## src/rtl/multi_buffer_ctrl_if.sv

```systemverilog
// rtl/multi_buffer_ctrl_if.sv - producer/consumer word streams of multi_buffer_ctrl
// master = source/sink side, slave = controller side.
interface multi_buffer_ctrl_if #(
  parameter int DATA_WIDTH = 128
);
  logic                  wr_valid;
  logic                  wr_ready;
  logic [DATA_WIDTH-1:0] wr_data;
  logic                  wr_last;
  logic                  rd_valid;
  logic                  rd_ready;
  logic [DATA_WIDTH-1:0] rd_data;
  logic                  rd_last;

  modport master (
    output wr_valid, wr_data, wr_last, rd_ready,
    input  wr_ready, rd_valid, rd_data, rd_last
  );

  modport slave (
    input  wr_valid, wr_data, wr_last, rd_ready,
    output wr_ready, rd_valid, rd_data, rd_last
  );
endinterface

```

## src/rtl/multi_buffer_ctrl.sv

```systemverilog
// rtl/multi_buffer_ctrl.sv - round-robin frame banking over a 2-cycle-read RAM
// Optional statistics ports/counters under MBUF_CTRL_STATS_EN.
module multi_buffer_ctrl #(
  parameter int DATA_WIDTH = 128,
  parameter int ADDR_WIDTH = 10,
  parameter int BUFF_NUM   = 4,
  localparam int IW        = $clog2(BUFF_NUM)
) (
  input  logic                     clk,
  input  logic                     rst,
  multi_buffer_ctrl_if.slave       bus,
  output logic [IW:0]              full_cnt,
  output logic                     wr_trunc,
  output logic                     ram_write_en,
  output logic [ADDR_WIDTH+IW-1:0] ram_write_addr,
  output logic [DATA_WIDTH-1:0]    ram_data_in,
  output logic                     ram_read_en,
  output logic [ADDR_WIDTH+IW-1:0] ram_read_addr,
  input  logic [DATA_WIDTH-1:0]    ram_q
`ifdef MBUF_CTRL_STATS_EN
  ,
  output logic [31:0]              frames_in,
  output logic [31:0]              frames_out,
  output logic [15:0]              trunc_cnt
`endif
);
  localparam int LW = ADDR_WIDTH + 1;

  if (BUFF_NUM < 2 || (BUFF_NUM & (BUFF_NUM - 1)) != 0) begin : g_bad_buff_num
    $error("BUFF_NUM must be a power of two >= 2");
  end

  typedef enum logic [1:0] {R_IDLE, R_STREAM, R_DRAIN} rd_state_e;

  rd_state_e             state_q, state_d;
  logic [IW-1:0]         wb_q, wb_d, rb_q, rb_d;
  logic [ADDR_WIDTH-1:0] wr_off_q, wr_off_d, rd_off_q, rd_off_d;
  logic [IW:0]           full_cnt_q, full_cnt_d;
  logic [LW-1:0]         len_q [BUFF_NUM];
  logic [LW-1:0]         len_d [BUFF_NUM];
  logic [1:0]            pipe_vld_q, pipe_vld_d, pipe_last_q, pipe_last_d;
  logic [DATA_WIDTH-1:0] fifo_data_q [4];
  logic [DATA_WIDTH-1:0] fifo_data_d [4];
  logic [3:0]            fifo_last_q, fifo_last_d;
  logic [1:0]            fifo_wptr_q, fifo_wptr_d, fifo_rptr_q, fifo_rptr_d;
  logic [2:0]            fifo_cnt_q, fifo_cnt_d;

  logic wr_ready_w, wr_fire, wr_at_cap, commit;
  logic rd_valid_w, pop, push, issue, rd_is_last, release_bank;

  assign wr_ready_w   = rst & (full_cnt_q != (IW+1)'(BUFF_NUM));
  assign wr_fire      = bus.wr_valid & wr_ready_w;
  assign wr_at_cap    = (wr_off_q == {ADDR_WIDTH{1'b1}});
  assign commit       = wr_fire & (bus.wr_last | wr_at_cap);
  assign rd_valid_w   = (fifo_cnt_q != 3'd0);
  assign pop          = rd_valid_w & bus.rd_ready;
  assign push         = pipe_vld_q[1];
  assign rd_is_last   = ({1'b0, rd_off_q} == len_q[rb_q] - LW'(1));
  // Queue slots already claimed by in-flight reads count as occupied.
  assign issue        = (state_q == R_STREAM) &&
                        (({1'b0, fifo_cnt_q} + 4'(pipe_vld_q[0]) + 4'(pipe_vld_q[1])) < 4'd4);
  assign release_bank = (state_q == R_DRAIN) & pop & fifo_last_q[fifo_rptr_q];

  assign bus.wr_ready   = wr_ready_w;
  assign bus.rd_valid   = rd_valid_w;
  assign bus.rd_data    = rd_valid_w ? fifo_data_q[fifo_rptr_q] : '0;
  assign bus.rd_last    = rd_valid_w & fifo_last_q[fifo_rptr_q];
  assign full_cnt       = full_cnt_q;
  assign wr_trunc       = wr_fire & wr_at_cap & ~bus.wr_last;
  assign ram_write_en   = wr_fire;
  assign ram_write_addr = {wb_q, wr_off_q};
  assign ram_data_in    = bus.wr_data;
  assign ram_read_en    = issue;
  assign ram_read_addr  = {rb_q, rd_off_q};

  always_comb begin
    wb_d        = wb_q;
    wr_off_d    = wr_off_q;
    len_d       = len_q;
    full_cnt_d  = full_cnt_q;
    state_d     = state_q;
    rb_d        = rb_q;
    rd_off_d    = rd_off_q;
    pipe_vld_d  = {pipe_vld_q[0], issue};
    pipe_last_d = {pipe_last_q[0], issue & rd_is_last};
    fifo_data_d = fifo_data_q;
    fifo_last_d = fifo_last_q;
    fifo_wptr_d = fifo_wptr_q;
    fifo_rptr_d = fifo_rptr_q;
    fifo_cnt_d  = fifo_cnt_q;

    if (commit) begin
      len_d[wb_q] = {1'b0, wr_off_q} + LW'(1);
      wb_d        = wb_q + IW'(1);
      wr_off_d    = '0;
    end else if (wr_fire) begin
      wr_off_d = wr_off_q + ADDR_WIDTH'(1);
    end

    case ({commit, release_bank})
      2'b10:   full_cnt_d = full_cnt_q + (IW+1)'(1);
      2'b01:   full_cnt_d = full_cnt_q - (IW+1)'(1);
      default: full_cnt_d = full_cnt_q;
    endcase

    case (state_q)
      R_IDLE: if (full_cnt_q != '0) state_d = R_STREAM;
      R_STREAM: begin
        if (issue) begin
          rd_off_d = rd_off_q + ADDR_WIDTH'(1);
          if (rd_is_last) begin
            rd_off_d = '0;
            state_d  = R_DRAIN;
          end
        end
      end
      R_DRAIN: begin
        if (release_bank) begin
          rb_d    = rb_q + IW'(1);
          state_d = (full_cnt_d != '0) ? R_STREAM : R_IDLE;
        end
      end
      default: state_d = R_IDLE;
    endcase

    if (push) begin
      fifo_data_d[fifo_wptr_q] = ram_q;
      fifo_last_d[fifo_wptr_q] = pipe_last_q[1];
      fifo_wptr_d              = fifo_wptr_q + 2'd1;
    end
    if (pop) fifo_rptr_d = fifo_rptr_q + 2'd1;
    fifo_cnt_d = fifo_cnt_q + 3'(push) - 3'(pop);
  end

  always_ff @(posedge clk or negedge rst) begin
    if (!rst) begin
      state_q     <= R_IDLE;
      wb_q        <= '0;
      rb_q        <= '0;
      wr_off_q    <= '0;
      rd_off_q    <= '0;
      full_cnt_q  <= '0;
      pipe_vld_q  <= '0;
      pipe_last_q <= '0;
      fifo_last_q <= '0;
      fifo_wptr_q <= '0;
      fifo_rptr_q <= '0;
      fifo_cnt_q  <= '0;
      for (int i = 0; i < BUFF_NUM; i++) len_q[i] <= '0;
      for (int i = 0; i < 4; i++) fifo_data_q[i] <= '0;
    end else begin
      state_q     <= state_d;
      wb_q        <= wb_d;
      rb_q        <= rb_d;
      wr_off_q    <= wr_off_d;
      rd_off_q    <= rd_off_d;
      full_cnt_q  <= full_cnt_d;
      pipe_vld_q  <= pipe_vld_d;
      pipe_last_q <= pipe_last_d;
      fifo_last_q <= fifo_last_d;
      fifo_wptr_q <= fifo_wptr_d;
      fifo_rptr_q <= fifo_rptr_d;
      fifo_cnt_q  <= fifo_cnt_d;
      len_q       <= len_d;
      fifo_data_q <= fifo_data_d;
    end
  end

`ifdef MBUF_CTRL_STATS_EN
  logic [31:0] frames_in_q, frames_in_d, frames_out_q, frames_out_d;
  logic [15:0] trunc_cnt_q, trunc_cnt_d;

  always_comb begin
    frames_in_d  = frames_in_q + 32'(commit);
    frames_out_d = frames_out_q + 32'(pop & fifo_last_q[fifo_rptr_q]);
    trunc_cnt_d  = trunc_cnt_q;
    if (wr_trunc && trunc_cnt_q != 16'hFFFF) trunc_cnt_d = trunc_cnt_q + 16'd1;
  end

  always_ff @(posedge clk or negedge rst) begin
    if (!rst) begin
      frames_in_q  <= '0;
      frames_out_q <= '0;
      trunc_cnt_q  <= '0;
    end else begin
      frames_in_q  <= frames_in_d;
      frames_out_q <= frames_out_d;
      trunc_cnt_q  <= trunc_cnt_d;
    end
  end

  assign frames_in  = frames_in_q;
  assign frames_out = frames_out_q;
  assign trunc_cnt  = trunc_cnt_q;
`endif
endmodule

```

## src/flat_wrapper.sv

```systemverilog
// flat-port wrapper written by rule: the top's interface ports become plain ports
module multi_buffer_ctrl_flat 
#(
  parameter int DATA_WIDTH = 128,
  parameter int ADDR_WIDTH = 10,
  parameter int BUFF_NUM   = 4,
  localparam int IW        = $clog2(BUFF_NUM)
)
  (clk, rst, full_cnt, wr_trunc, ram_write_en, ram_write_addr, ram_data_in, ram_read_en, ram_read_addr, ram_q, bus_wr_valid, bus_wr_data, bus_wr_last, bus_rd_ready, bus_wr_ready, bus_rd_valid, bus_rd_data, bus_rd_last);
  multi_buffer_ctrl_if #(.DATA_WIDTH(DATA_WIDTH)) bus_i ();
  input  logic clk;
  input  logic rst;
  output logic [IW:0] full_cnt;
  output logic wr_trunc;
  output logic ram_write_en;
  output logic [ADDR_WIDTH+IW-1:0] ram_write_addr;
  output logic [DATA_WIDTH-1:0] ram_data_in;
  output logic ram_read_en;
  output logic [ADDR_WIDTH+IW-1:0] ram_read_addr;
  input  logic [DATA_WIDTH-1:0] ram_q;
  input wire logic [$bits(bus_i.wr_valid)-1:0] bus_wr_valid;
  input wire logic [$bits(bus_i.wr_data)-1:0] bus_wr_data;
  input wire logic [$bits(bus_i.wr_last)-1:0] bus_wr_last;
  input wire logic [$bits(bus_i.rd_ready)-1:0] bus_rd_ready;
  output wire logic [$bits(bus_i.wr_ready)-1:0] bus_wr_ready;
  output wire logic [$bits(bus_i.rd_valid)-1:0] bus_rd_valid;
  output wire logic [$bits(bus_i.rd_data)-1:0] bus_rd_data;
  output wire logic [$bits(bus_i.rd_last)-1:0] bus_rd_last;
  assign bus_i.wr_valid = bus_wr_valid;
  assign bus_i.wr_data = bus_wr_data;
  assign bus_i.wr_last = bus_wr_last;
  assign bus_i.rd_ready = bus_rd_ready;
  assign bus_wr_ready = bus_i.wr_ready;
  assign bus_rd_valid = bus_i.rd_valid;
  assign bus_rd_data = bus_i.rd_data;
  assign bus_rd_last = bus_i.rd_last;
  multi_buffer_ctrl #(.DATA_WIDTH(DATA_WIDTH), .ADDR_WIDTH(ADDR_WIDTH), .BUFF_NUM(BUFF_NUM)) u_core (.clk(clk), .rst(rst), .bus(bus_i), .full_cnt(full_cnt), .wr_trunc(wr_trunc), .ram_write_en(ram_write_en), .ram_write_addr(ram_write_addr), .ram_data_in(ram_data_in), .ram_read_en(ram_read_en), .ram_read_addr(ram_read_addr), .ram_q(ram_q));
endmodule
```

## config.mk

```make
export PLATFORM = sky130hd
export DESIGN_NAME = multi_buffer_ctrl_flat
export DESIGN_NICKNAME = d
export VERILOG_FILES = /design/src/rtl/multi_buffer_ctrl_if.sv /design/src/rtl/multi_buffer_ctrl.sv /design/src/flat_wrapper.sv
export SDC_FILE = /design/constraint.sdc
export NUM_CORES = 1
export LEC_CHECK = 0
export ABC_CLOCK_PERIOD_IN_PS = 5300
export CAP_MARGIN = 20
export CORE_ASPECT_RATIO = 1.25
export CORE_MARGIN = 5
export CORE_UTILIZATION = 40
export DETAILED_ROUTE_END_ITERATION = 8
export SLEW_MARGIN = 10
export SYNTH_ARGS = -nofsm -noshare
export SYNTH_HDL_FRONTEND = slang
export SYNTH_SLANG_ARGS = --single-unit
```

## constraint.sdc

```tcl
create_clock -name clk -period 5.3 [get_ports clk]
set_clock_uncertainty 0.2 [all_clocks]
set_input_delay 0.795 -clock clk [delete_from_list [all_inputs] [get_ports clk]]
set_output_delay 0.795 -clock clk [all_outputs]
set_load 0.02 [all_outputs]
```

# Yosys cells after proc, flatten, opt, wreduce, memory -nomap -nowiden
# Index checks and enable logic that the tools add are counted.
[totals] regBits=600 input_bits=261 out_inout_bits=289 elab_cells=111
[classes] addsub=14 order_cmp=10 eq_ne=11 mux=28 n_bitwise=16 reduce_logical=12
[op_table] cell="512-bit bitwise mux" count=1
[op_table] cell="128-bit two-way mux" count=4
[op_table] cell="128-bit binary-select mux with 2-bit select" count=1
[op_table] cell="128-bit demux with 2-bit select" count=1
[op_table] cell="44-bit bitwise mux" count=1
[op_table] cell="11-bit two-way mux" count=3
[op_table] cell="10-bit two-way mux" count=3
[op_table] cell="11-bit binary-select mux with 2-bit select" count=1
[op_table] cell="11-bit demux with 2-bit select" count=1
[op_table] cell="10-bit by 1-bit adder with 10-bit output, second input constant" count=2
[op_table] cell="3-bit >= comparator, second input constant" count=4
[op_table] cell="2-bit inverter with 3-bit output" count=4
[op_table] cell="10-bit by 1-bit adder with 11-bit output, second input constant" count=1
[op_table] cell="10-bit by 11-bit == test with 1-bit output" count=1
[op_table] cell="11-bit by 1-bit subtractor with 11-bit output, second input constant" count=1
[op_table] cell="1-bit bitwise AND" count=10
[op_table] cell="10-bit == test, second input constant" count=1
[op_table] cell="3-bit nonzero test" count=3
[op_table] cell="2-bit by 1-bit adder with 2-bit output, second input constant" count=4
[op_table] cell="2-bit two-way mux" count=4
[op_table] cell="2-bit by 1-bit inequality test with 1-bit output, second input constant" count=4
[op_table] cell="2-bit by 3-bit less-than comparator with 1-bit output, second input constant" count=2
[op_table] cell="3-bit by 1-bit less-than comparator with 1-bit output, second input constant" count=2
[op_table] cell="2-bit case mux with 3 select lines" count=1
[op_table] cell="23 further kinds" count=31

# Logic depth before layout (Yosys ltp)
[depth] word_depth=10 mapped_depth=15 ltp_nobuf=15

# Worst setup path before layout
# OpenSTA, ideal clock, no wires.
[synth_path] path_type="input-to-reg" from="input port rst" to="register u_core.state_q[0]" setup_ns=0.137 t_arrival_ns=3.426 required_ns=4.963 path_slack_ns=1.537 stages=12 path_buffers=0 path_cell_list="a21boi_0 nand2_1 nor2_1 inv_1 ha_1 fa_1 xnor2_1 nor2_1 xor2_1 or3_1 a21oi_1 a31oi_1"
[synth_between] elab_chain_cells=9
[synth_lines] element="from (decl)" line="flat_wrapper.sv:12" rtl="input logic rst;"
[synth_lines] element="1-bit bitwise AND (*)" line="multi_buffer_ctrl.sv:51" rtl="assign wr_ready_w = rst & (full_cnt_q != (IW+1)'(BUFF_NUM));"
[synth_lines] element="1-bit bitwise AND (*)" line="multi_buffer_ctrl.sv:52" rtl="assign wr_fire = bus.wr_valid & wr_ready_w;"
[synth_lines] element="1-bit bitwise AND (*)" line="multi_buffer_ctrl.sv:54" rtl="assign commit = wr_fire & (bus.wr_last | wr_at_cap);"
[synth_lines] element="2-bit by 1-bit == test with 1-bit output or 2-bit == test (tied branches)" line="multi_buffer_ctrl.sv:100" rtl="case ({commit, release_bank})"
[synth_lines] element="3-bit case mux with 2 select lines (*)" line="multi_buffer_ctrl.sv:100"
[synth_lines] element="via u_core.full_cnt_d[2]" line="multi_buffer_ctrl.sv:38" rtl="logic [IW:0] full_cnt_q, full_cnt_d;"
[synth_lines] element="3-bit nonzero test (*)" line="multi_buffer_ctrl.sv:120" rtl="state_d = (full_cnt_d != '0) ? R_STREAM : R_IDLE;"
[synth_lines] element="1-bit two-way mux (*)" line="multi_buffer_ctrl.sv:120"
[synth_lines] element="2-bit two-way mux (*)" line="multi_buffer_ctrl.sv:118" rtl="if (release_bank) begin"
[synth_lines] element="2-bit case mux with 3 select lines (*)" line="multi_buffer_ctrl.sv:106" rtl="case (state_q)"
[synth_lines] element="to (signal assigned)" line="multi_buffer_ctrl.sv:152" rtl="state_q <= state_d;"
[synth_lines] element="to (decl)" line="multi_buffer_ctrl.sv:35" rtl="rd_state_e state_q, state_d;"
# Mark *: on every way through the listed nets, which the timed path passes. The rest lies on a longest branch. The select of a mux whose other input is x is not followed.
# A chain may end at the register's enable or synchronous reset.

# Worst setup path after layout
[layout_path] from="input port rst" to="output port wr_trunc"
[layout_between] elab_chain_cells=4
[layout_lines] element="1-bit bitwise AND" line="multi_buffer_ctrl.sv:51"
[layout_lines] element="1-bit bitwise AND" line="multi_buffer_ctrl.sv:52"
[layout_lines] element="1-bit bitwise AND (2 in series)" line="multi_buffer_ctrl.sv:69" rtl="assign wr_trunc = wr_fire & wr_at_cap & ~bus.wr_last;"
[layout_lines] element="to (decl)" line="flat_wrapper.sv:14" rtl="output logic wr_trunc;"
# Every way passes these cells.

==> summary.md <==
| Metric | Value |
|---|---|
| Syn-to-layout area delta | 18.48% |
| Clock sinks | 600 |
| Placer Congestion | about 0.76 |
| Setup CP Type | input port to output pin |
| Crit start category | input port |
| Pwr/cell area | between 700 and 800 nW/um2 |
| Die Y | between 300 and 400 um |
| Setup repair after global routing missed its margin | false |
| CTS clock-pin slew for the worst setup and hold paths | about 60 ps |
| Wire per inst | roughly 22 um |
| Mean post-synth cell area | roughly 15 um2 |
| Final wirelength | roughly 67000 um |
| Crit path max-delay cell type | clkdlybuf4s50_1 |
| Share of the synthesized area in the top cell type | between 50% and 60% |
| First-pass GRT wire length | 107000 um |
| Crit Path Max Fanout | 28 |
| Top post-synthesis cells by area | dfrtp_1 53%, mux2_2 21%, mux4_2 11% |
| Synth Register Bits | 600 |
| Initial Util | 40.39% |
| Grt total ovfl | 0 |
| Final core occ | a little under half |
| Post-Syn Instances | 1936 |
| FF-to-FF path depth | 10 |
| Die Wd | 247.1 um |
| Clock Tree Buf Depth | 3 |
| Grt met2 use | a little over 30% |
| Syn Nets | around 2200 |
| Leading area contributor after synthesis | dfrtp_1 |
| Routed Antenna Nets | 0 |
| Root Buffer | clkbuf_16 |
| Synth Flop Type | dfrtp_1 |
| Placed Area | about 31000 um2 |
| Detailed Place HPWL | 42090 um |
| EDFF count, synth | 0 |
| Vias per std cell | roughly 5.3 |
| Crit path required time | about 4300 ps |
| Num ports | between 500 and 600 |
| GR Util met1 | 22.59% |
| Seq/Total Area, Yosys | between 50% and 60% |
| Vias in the first global route | roughly 18000 |
| Post-Layout Cell Count | 3059 |
| CP peak stage delay | about 670 ps |
| Largest net degree at the start of global routing | 179 |
| Synth warn | 0 |
| Worst skew pair latency | 610 ps |
| Post-synth cell types | between 40 and 50 |
| Residual DRC | 0 |
| NumNets Final | between 2000 and 2500 |
| Setup crit end kind | output pin |
| H-tree depth | 2 |
| Ys async rst share | 100.0% |
| Placed Cells incl. Taps | around 3000 |
| Setup tns final | 0 ps |
| PortBufs | between 200 and 300 |
| Final Hold Vio Count | 0 |
| Minimum clock period | about 4600 ps |
| Post_cts resized | 0 |
| GRT busiest layer | met2 |
| DRT iter0 DRCs | ~730 |
| Layout cells sized above 1 | 37.62% |
| Via count | about 16000 |
| Max-cap viol count | 0 |
| Final Cell Area | between 30000 and 40000 um2 |
| Reg2reg setup slack | 1390 ps |
| Worst-path cell chain | dlygate4sd3_1 > buf_8 > a21boi_0 > nand2_1 > nor4_1 > clkdlybuf4s50_1 |
| CTS tree | built |
| Tightest Pin Transition | 1055 ps |
| Total Routing Usage GR | between 10% and 20% |
| Commonest non-fill, non-tap cell in the layout | dfrtp_1 |
| Die footprint | around 76000 um2 |
| Cell depth of the worst hold path | 0 |
| Global Route met3 Usage | ~4.3% |
| Crit path DAT | roughly 3600 ps |
| Area of the mapped netlist | 28110 um2 |
| Row cnt | 108 |
| Status | completed |
| Maximum vdd drop | between 400 and 500 uV |
| Floorplan core area | between 60000 and 70000 um2 |
| Pleak | about 14 nW |
| Cts bufs inserted | 61 |
| Hold crit path type | flip-flop to flip-flop |
| Final Cycle Share | between 80% and 90% |
| Final setup violation count | 0 |
| First drt pass iteration count | 4 |
| Upper clock frequency limit | about 220 MHz |
| Initial antenna violation count | 6 |
| Max-slew violation count | 0 |
| Max-slew headroom | just under 30% |
| Most frequent cells in the layout | 598 x dfrtp_1, 522 x mux2_2, 292 x clkdlybuf4s50_1, 140 x mux4_2, 132 x and2_1 |
[cell usage after synthesis, types with 3 or more instances]
master	instances
nor3_1	7
dfrtp_1	600
nor2_1	24
xnor2_1	18
buf_4	128
clkbuf_1	97
o21ai_0	45
a21o_1	3
nand3_1	10
or3_1	4
xor2_1	19
inv_1	17
a22o_1	4
and2_1	132
nand2_1	71
ha_1	16
and3_1	3
o31ai_1	9
a211oi_1	3
a21oi_1	4
mux2_2	522
buf_1	17
mux4_2	140
nor4_1	6
nand4_1	5
[per-stage QoR]
stage	hold slack [ps]	worst slack, ps	power, mW
2_1_floorplan	131.2	1537	15.72
3_3_place_gp	138.6	971.9	19.87
3_5_place_dp	137.9	919.3	20.23
4_1_cts	152.6	617.5	24.83
5_1_grt	167.5	466.6	25.91
6_report	153.1	685.9	24.42
[power breakdown]
| group | switching [mW] | internal (mW) |
|---|---|---|
| Combinational | 5.25 | 6.64 |
| Clock | 1.80 | 2.69 |
| Sequential | 1.24 | 6.80 |
[metal layers]
layer | wire length (um) | part of all wire (%)
met1 | 27610 | 41
met2 | 34310 | 51
met3 | 3668 | 5.4
met4 | 1768 | 2.6
met5 | 34 | 0.050
[sequential cells by signal, indices dropped and copies added, names as in the netlist]
register            cells
u_core.rd_off_q        10
u_core.state_q          2
u_core.fifo_last_q      4
u_core.fifo_wptr_q      2
u_core.pipe_last_q      2
u_core.wr_off_q        10
u_core.wb_q             2
u_core.fifo_rptr_q      2
u_core.rb_q             2
u_core.fifo_data_q    512
u_core.len_q           44
u_core.fifo_cnt_q       3
u_core.full_cnt         3
u_core.pipe_vld_q       2
[critical path, delay by kind of cell]
kind	cells	cell delay [ps]
compound gates	1	480
buf+inv	3	1480
simple gates	2	850
[cell type report]
class                      count  area (um2)
tap                          935        1170
sequential                   600       15020
multi-input combinational   1072       11640
timing repair buffer         318        3286
clock buffer                  92        1814
inverter                      18       67.56
fill                        6069       36290
antenna                        3       7.507
clock inverter                21       296.5
[worst paths after layout]
| kind | startpoint | to |
|---|---|---|
| min reg2reg | u_core.pipe_last_q[0]$_DFF_PN0_ | u_core.pipe_last_q[1]$_DFF_PN0_ |
| max in group asynchronous | rst | u_core.fifo_data_q[370]$_DFFE_PN0P_ |
| max | rst | wr_trunc |
| min in group asynchronous | rst | u_core.fifo_data_q[450]$_DFFE_PN0P_ |
| max reg2reg | u_core.rb_q[1]$_DFFE_PN0P_ | u_core.rd_off_q[5]$_DFFE_PN0P_ |
| min | u_core.pipe_last_q[0]$_DFF_PN0_ | u_core.pipe_last_q[1]$_DFF_PN0_ |
[timing repair]
action                    CTS  global route
hold buffers                1             0
buffers inserted            0             0
hold endpoints to repair   25             0
[cell families (layout without fill, tap and decap cells)]
group | Yosys count | in the layout | share of synthesized area [%]
simple gates | 274 | 274 | 5.307
buf+inv | 264 | 449 | 5.298
xor+xnor | 37 | 37 | 1.153
mux | 663 | 663 | 32.17
flops | 600 | 600 | 53.42
fa+ha+maj | 18 | 18 | 0.8547
other cells | 0 | 3 | 0
compound gates | 80 | 80 | 1.798
(Power assumes the default switching activity.)
